### src/rtl/alu_exec_unit_if.sv
// Operand/result bus of the execute-stage ALU.
// The control path drives the request side through the master modport;
// the ALU drives the result/handshake side through the slave modport.
interface alu_exec_unit_if #(
    parameter int WIDTH = 32
);
    logic             start;
    logic [2:0]       ALUControl;
    logic [WIDTH-1:0] SrcA;
    logic [WIDTH-1:0] SrcB;
    logic [WIDTH-1:0] ALUResult;
    logic             Zero;
    logic             busy;
    logic             done;

    modport master (
        output start,
        output ALUControl,
        output SrcA,
        output SrcB,
        input  ALUResult,
        input  Zero,
        input  busy,
        input  done
    );

    modport slave (
        input  start,
        input  ALUControl,
        input  SrcA,
        input  SrcB,
        output ALUResult,
        output Zero,
        output busy,
        output done
    );
endinterface

### src/rtl/alu_exec_unit.sv
// Execute-stage ALU: add/sub/slt finish in one registered cycle, multiply
// runs WIDTH iterations on a shift-add datapath. busy/done let the control
// path stall the pipeline while a multiply is in flight.
module alu_exec_unit #(
    parameter int WIDTH = 32
) (
    input  logic                  clk,
    input  logic                  rst,
    alu_exec_unit_if.slave        bus
);
    localparam int CW = (WIDTH > 2) ? $clog2(WIDTH) : 1;

    typedef enum logic [1:0] {
        S_IDLE = 2'd0,
        S_MUL  = 2'd1,
        S_DONE = 2'd2
    } state_t;

    state_t           r_state;
    state_t           w_nextState;

    logic [WIDTH-1:0] r_result;
    logic             r_zero;
    logic [WIDTH-1:0] r_mcand;
    logic [WIDTH-1:0] r_mplier;
    logic [WIDTH-1:0] r_acc;
    logic [CW-1:0]    r_count;

    logic             w_canAccept;
    logic             w_accept;
    logic             w_isMul;
    logic             w_lastIter;
    logic             w_lt;
    logic [WIDTH-1:0] w_single;
    logic [WIDTH-1:0] w_accSum;

    // A new request is taken only when no multiply is iterating.
    assign w_canAccept = (r_state == S_IDLE) || (r_state == S_DONE);
    assign w_accept    = w_canAccept && bus.start;
    assign w_isMul     = (bus.ALUControl == 3'b101);
    assign w_lastIter  = (r_count == CW'(WIDTH - 1));
    assign w_lt        = ($signed(bus.SrcA) < $signed(bus.SrcB));
    assign w_accSum    = r_acc + (r_mplier[0] ? r_mcand : '0);

    // Single-cycle result straight from the live operands; unknown codes add.
    always_comb begin
        w_single = bus.SrcA + bus.SrcB;
        case (bus.ALUControl)
            3'b100:  w_single = bus.SrcA - bus.SrcB;
            3'b110:  w_single = {{(WIDTH-1){1'b0}}, w_lt};
            default: w_single = bus.SrcA + bus.SrcB;
        endcase
    end

    // State register.
    always_ff @(posedge clk) begin
        if (rst) begin
            r_state <= S_IDLE;
        end else begin
            r_state <= w_nextState;
        end
    end

    // Next-state logic: DONE behaves like IDLE for back-to-back requests.
    always_comb begin
        w_nextState = r_state;
        case (r_state)
            S_IDLE, S_DONE: begin
                if (bus.start) begin
                    w_nextState = w_isMul ? S_MUL : S_DONE;
                end else begin
                    w_nextState = S_IDLE;
                end
            end
            S_MUL: begin
                if (w_lastIter) begin
                    w_nextState = S_DONE;
                end
            end
            default: w_nextState = S_IDLE;
        endcase
    end

    // Datapath: latch multiply operands, iterate shift-add, publish results.
    always_ff @(posedge clk) begin
        if (rst) begin
            r_result <= '0;
            r_zero   <= 1'b1;
            r_mcand  <= '0;
            r_mplier <= '0;
            r_acc    <= '0;
            r_count  <= '0;
        end else if (w_accept) begin
            if (w_isMul) begin
                r_mcand  <= bus.SrcA;
                r_mplier <= bus.SrcB;
                r_acc    <= '0;
                r_count  <= '0;
            end else begin
                r_result <= w_single;
                r_zero   <= (w_single == '0);
            end
        end else if (r_state == S_MUL) begin
            r_acc    <= w_accSum;
            r_mcand  <= r_mcand << 1;
            r_mplier <= r_mplier >> 1;
            r_count  <= r_count + CW'(1);
            if (w_lastIter) begin
                r_result <= w_accSum;
                r_zero   <= (w_accSum == '0);
            end
        end
    end

    assign bus.ALUResult = r_result;
    assign bus.Zero      = r_zero;
    assign bus.busy      = (r_state == S_MUL);
    assign bus.done      = (r_state == S_DONE);
endmodule

### src/flat_wrapper.sv
// flat-port wrapper written by rule: the top's interface ports become plain ports
module alu_exec_unit_flat 
#(
    parameter int WIDTH = 32
)
  (clk, rst, bus_start, bus_ALUControl, bus_SrcA, bus_SrcB, bus_ALUResult, bus_Zero, bus_busy, bus_done);
  alu_exec_unit_if #(.WIDTH(WIDTH)) bus_i ();
  input  logic clk;
  input  logic rst;
  input wire logic [$bits(bus_i.start)-1:0] bus_start;
  input wire logic [$bits(bus_i.ALUControl)-1:0] bus_ALUControl;
  input wire logic [$bits(bus_i.SrcA)-1:0] bus_SrcA;
  input wire logic [$bits(bus_i.SrcB)-1:0] bus_SrcB;
  output wire logic [$bits(bus_i.ALUResult)-1:0] bus_ALUResult;
  output wire logic [$bits(bus_i.Zero)-1:0] bus_Zero;
  output wire logic [$bits(bus_i.busy)-1:0] bus_busy;
  output wire logic [$bits(bus_i.done)-1:0] bus_done;
  assign bus_i.start = bus_start;
  assign bus_i.ALUControl = bus_ALUControl;
  assign bus_i.SrcA = bus_SrcA;
  assign bus_i.SrcB = bus_SrcB;
  assign bus_ALUResult = bus_i.ALUResult;
  assign bus_Zero = bus_i.Zero;
  assign bus_busy = bus_i.busy;
  assign bus_done = bus_i.done;
  alu_exec_unit #(.WIDTH(WIDTH)) u_core (.clk(clk), .rst(rst), .bus(bus_i));
endmodule
### config.mk
export PLATFORM = sky130hd
export DESIGN_NAME = alu_exec_unit_flat
export DESIGN_NICKNAME = d
export VERILOG_FILES = /design/src/rtl/alu_exec_unit_if.sv /design/src/rtl/alu_exec_unit.sv /design/src/flat_wrapper.sv
export SDC_FILE = /design/constraint.sdc
export NUM_CORES = 1
export LEC_CHECK = 0
export CORE_AREA = 2 2 219 157
export CTS_BUF_LIST = sky130_fd_sc_hd__clkbuf_4
export DETAILED_ROUTE_END_ITERATION = 8
export DIE_AREA = 0 0 221 159
export GPL_ROUTABILITY_DRIVEN = 0
export GPL_TIMING_DRIVEN = 0
export SLEW_MARGIN = 25
export SYNTH_ARGS = -nofsm -noshare
export SYNTH_HDL_FRONTEND = slang
export SYNTH_SLANG_ARGS = --single-unit
### constraint.sdc
create_clock -name clk -period 7.9 [get_ports clk]
set_input_delay 2.37 -clock clk [delete_from_list [all_inputs] [get_ports clk]]
set_output_delay 2.37 -clock clk [all_outputs]
set_load 0.01 [all_outputs]
======== Word-level counts from Yosys, hierarchy flattened ========
Cells that the tools add are included.
word-level totals
  register bits after elaboration ......... 136
  latch bits .............................. 0
  RAM bits ................................ 0
  memory bits (read-only) ................. 0
  bits of input ports ..................... 70
  output and inout bits ................... 35
  word-level logic and storage cells ...... 57
  memories kept ........................... 0
operators by class
  add/subtract/negate cells ............... 4
  $mul .................................... 0
  divide/modulo/power cells ............... 0
  $lt $le $gt $ge ......................... 1
  eq/ne operators ......................... 9
  shift-type cells ........................ 0
  multiplexer cells ....................... 26
  bitwise logic cells ..................... 0
  reductions and logical operators ........ 10
operators by type and width
  cell                   number
  $mux W32               14
  $add A32 B32 Y32       2
  $logic_not A32 Y1      2
  $pmux W32 S2           1
  $lt A32 B32 Y1         1
  $sub A32 B32 Y32       1
  $mux W5                3
  $eq A3 B3 Y1 const B   3
  $mux W2                3
  $add A5 B1 Y5 const B  1
  $eq A5 B5 Y1 const B   1
  $mux W1                4
  $ne A2 B2 Y1 const B   2
  $pmux W2 S2            1
  $reduce_bool A2 Y1     2
  $reduce_and A3 Y1      1
  $eq A2 B1 Y1 const B   1
  $eq A2 B2 Y1 const B   1
  $logic_not A2 Y1       1
  $ne A2 B1 Y1 const B   1
  $reduce_and A2 Y1      1
  $reduce_or A2 Y1       1
  $logic_and A1 B1 Y1    1
  $logic_or A1 B1 Y1     1

======== Logic depth before layout (Yosys ltp) ========
  depth after elaboration ................. 6
  depth in mapped cells ................... 16
  depth with buffers taken out ............ 16

======== Least setup slack after synthesis ========
OpenSTA, ideal clock, no wires.
  path kind ............................... input port to flip-flop
  start point ............................. input bus_SrcA[0]
  end point ............................... register u_core.r_zero, in the netlist u_core.bus.Zero
  arrival ................................. 5683 ps
  required time ........................... 7843 ps
  slack ................................... 2160 ps
  cell stages on the path ................. 15
  path buffers ............................ 0
  cell sequence ........................... inv_1 > ha_1 > inv_1 > fa_1 > a21o_1 > a221oi_2 > o22ai_1 > o21ai_0 > a22oi_1 > a221o_1 > a211oi_2 > nand4_1 > or4_1 > o41ai_2 > o32a_2
on the way
  cells in the longest elaborated chain, start to end .. 5
  elaborated cells on any way between the ends .. 7
  classes of those cells .................. add/sub: 2; order compare: 1; mux: 3; reduce/logical: 1
RTL lines
  element                                   line                  text
  from (decl)                               flat_wrapper.sv:12    input wire logic [$bits(bus_i.SrcA)-1:0] bus_SrcA;
  $add A32 B32 Y32 (tied with other cells)  -
  $pmux W32 S2 (*)                          alu_exec_unit.sv:48   case (bus.ALUControl)
  $logic_not A32 Y1 (*)                     alu_exec_unit.sv:101  r_zero <= (w_single == '0);
  $mux W1 (*)                               alu_exec_unit.sv:94   if (w_isMul) begin
  $mux W1 (*)                               alu_exec_unit.sv:93   end else if (w_accept) begin
  to (signal assigned)                      alu_exec_unit.sv:101
  to (signal assigned)                      alu_exec_unit.sv:110  r_zero <= (w_accSum == '0);
  to (decl)                                 alu_exec_unit.sv:23   logic r_zero;
Mark *: on every way between the ends. The rest lies on a longest branch, timed or not. The select of a mux whose other input is x is not followed.
A chain may end at the register's enable or synchronous reset.

======== Worst setup path in the final report ========
  start point ............................. input bus_SrcB[7]
  end point ............................... register u_core.r_zero, in the netlist u_core.bus.Zero
on the way
  cells in the longest elaborated chain, start to end .. 5
  elaborated cells on any way between the ends .. 7
  classes of those cells .................. add/sub: 2; order compare: 1; mux: 3; reduce/logical: 1
RTL lines
  element                                   line                  text
  from (decl)                               flat_wrapper.sv:13    input wire logic [$bits(bus_i.SrcB)-1:0] bus_SrcB;
  $add A32 B32 Y32 (tied with other cells)  -
  $pmux W32 S2 (*)                          alu_exec_unit.sv:48
  $logic_not A32 Y1 (*)                     alu_exec_unit.sv:101
  $mux W1 (*)                               alu_exec_unit.sv:94
  $mux W1 (*)                               alu_exec_unit.sv:93
Marked as above.

==> flow_metrics.tcl <==
set metrics [dict create \
    avgViaCountPerCell 6.050 \
    vias 13070 \
    relSlewSlack 0.3390 \
    min_period_over_period 0.8434 \
    place_inst 2128 \
    crit_slowest_cell "a211oi_1" \
    cts_tree "built" \
    yosys_warnings 0 \
    max-vdd-ir-drop_v 0.00007871 \
    clock_latency_ns 0.63 \
    syn_nets 1759 \
    synthFlopType "dfxtp_1" \
    finalNetCount 1881 \
    arrival_ns 7.24 \
    io-pin-count 105 \
    drv_cap 0 \
    wl_mm 45.93 \
    numClockSinks 136 \
    gr-usage-all-layers 0.2531 \
    antenna_left 0 \
    multi_input_area_mm2 0.008026 \
    drcViolationCount 0 \
    final_common_cell "nand2_1" \
    yosysUniqueCellTypes 84 \
    rsz0062_at_grt "no" \
    end_kind "flop" \
    antenna_found_initial 0 \
    seq_area_frac_synth 0.2383 \
    io_buffers 103 \
    cts_buffers 17 \
    post_cts_buffers 0 \
    synth-edff-count 0 \
    first_pass_iters 6 \
    fmax_mhz 150.1 \
    slowest_delay_ns 0.80 \
    syn2layout_area_growth_pct 16.13 \
    synth_area_mm2 0.01143 \
    grt-ovfl-total 0 \
    dp_hpwl_mm 36.85 \
    top_layer_used "met4" \
    hold_violations 0 \
    cts_resized 0 \
    power_density_mw_per_mm2 140.3 \
    ys_seq_elements 136 \
    drive_gt1_frac 0.03884 \
    post_dp_cell_area_mm2 0.01301 \
    fin_crit_ns 6.663 \
    cts_buffer_depth 2 \
    die_w_um 221 \
    final_cell_mix "219 x nand2_1, 195 x nor2_1, 139 x a21oi_1, 136 x dfxtp_1, 103 x clkdlybuf4s50_1" \
    post_drt_wl_per_cell_um 21.26 \
    clk_pin_slew_worst_paths_ns 0.14 \
    grt_pass1_wl_mm 69.73 \
    drt_iter0_drc 1892 \
    syn_area_per_cell_um2 7.186 \
    hold_class "reg -> reg" \
    synth_cells 1590 \
    setup_viol 0 \
    p_leak_uw 0.005150 \
    core.rowCount 56 \
    dieArea_mm2 0.03514 \
    status "finished, final reports clean" \
    crit_top_cell "inv_1" \
    crit_path_max_fanout 10 \
    worst_slew_pin_slew_ns 0.9915 \
    final_util 0.4021 \
    start_kind "primary input" \
    grt_start_max_net_pins 17 \
    final_cells 2160 \
    required_ns 8.48 \
    finalMaxSlewViolations 0 \
    worstSetupPathType "in -> reg" \
    worstPathCellList "clkdlybuf4s50_1 -> inv_1 -> ha_1 -> clkbuf_1 -> inv_1 -> a21oi_1 -> o32ai_1 -> o21ai_0 -> a211oi_1 -> o31a_1 -> a32oi_1 -> nor2_1 -> nand4_1 -> or4_1 -> o41ai_2 -> o32a_2" \
    wl_met1_mm 21.93 \
    ctsHoldBuffers 0 \
    die_height_um 159 \
    cts.htree.levels 4 \
    dr_wl_met2_mm 17.44 \
    seqCellArea_mm2 0.002723 \
    fin_worst_skew_ns 0.02401 \
    root_buffer "clkbuf_4" \
    core_area_mm2 0.03300 \
    start_util 0.3462 \
    wl_met3_mm 5.308 \
    synthArstFlopShare 0 \
    diodes 0 \
    design_area_mm2 0.01327 \
    grt_pass1_vias 11790 \
    tns_ns 0 \
    fillers 3486 \
]
[worst max-delay path, delay by kind of cell]
kind / cells / cell delay [ns]
buffers and inverters: 4 / 1.01
AND/OR/NAND/NOR: 3 / 0.89
AO/OA/AOI/OAI: 8 / 2.64
adder cells (fa/ha/maj): 1 / 0.32
[worst paths after layout]
kind	start	end	slack [ns]	cells after the start
setup / recovery	bus_SrcB[7]	u_core.bus.Zero	1.24	16
hold / removal	u_core.bus.ALUResult[23]	u_core.bus.ALUResult[23]	0.46	2
setup reg to reg	u_core.r_mplier[0]	u_core.bus.Zero	2.43	16
hold reg to reg	u_core.bus.ALUResult[23]	u_core.bus.ALUResult[23]	0.46	2
[flip-flops by register name, indices dropped and copies added (netlist names)]
| register | count |
|---|---|
| u_core.bus.Zero | 1 |
| u_core.r_mcand | 32 |
| u_core.r_mplier | 32 |
| u_core.r_state | 2 |
| u_core.r_count | 5 |
| u_core.bus.ALUResult | 32 |
| u_core.r_acc | 32 |
[through the flow]
| step | hold slack, ns | power [uW] | worst slack, ns |
|---|---|---|---|
| floorplan | 0.4481 | 1135 | 2.160 |
| global placement | 0.4452 | 1372 | 0.7337 |
| detailed placement | 0.4452 | 1378 | 0.7405 |
| CTS | 0.4634 | 1850 | 1.419 |
| global route | 0.4986 | 1951 | 1.024 |
| finish | 0.4642 | 1862 | 1.237 |
[kinds of logic after synthesis]
group | share of synthesized area
AO/OA/AOI/OAI | 0.3071
flip-flops | 0.2383
adder cells (fa/ha/maj) | 0.1104
multiplexers | 0.004490
buffers and inverters | 0.05990
AND/OR/NAND/NOR | 0.2554
XOR/XNOR | 0.02453
[layout make-up]
cell class              instances  share of cell area
multi-input cells            1274              0.6049
flip-flops and latches        136              0.2052
clock inverters                14            0.009429
inverters                      74             0.02093
well taps                     435             0.04102
clock buffers                  18             0.01018
repair buffers                103             0.07770
plain buffers                 106             0.03065
[power breakdown]
part | switching (uW) | total [uW] | internal (uW)
sequential | 25.3 | 747 | 721
clock | 315 | 476 | 161
combinational | 407 | 639 | 232
[per-layer routing]
metal | global-route usage | up-vias
met5 | 0 | -
met4 | 0.07596 | 0
met3 | 0.05942 | 89
met2 | 0.3396 | 781
met1 | 0.3899 | 6137
li1 | - | 6062
[cells in the mapped netlist, types with 37 or more instances]
master	n	area (um^2)
nand2_1	219	822.0
nor2_1	196	735.7
a21oi_1	139	695.7
dfxtp_1	136	2723
ha_1	96	1201
clkbuf_1	87	326.6
inv_1	74	277.8
a311oi_1	73	639.4
o21ai_0	63	315.3
nand3_1	46	230.2
nor3_1	43	215.2
and2_1	37	231.5
No activity file was read; power rests on OpenSTA's default activity.
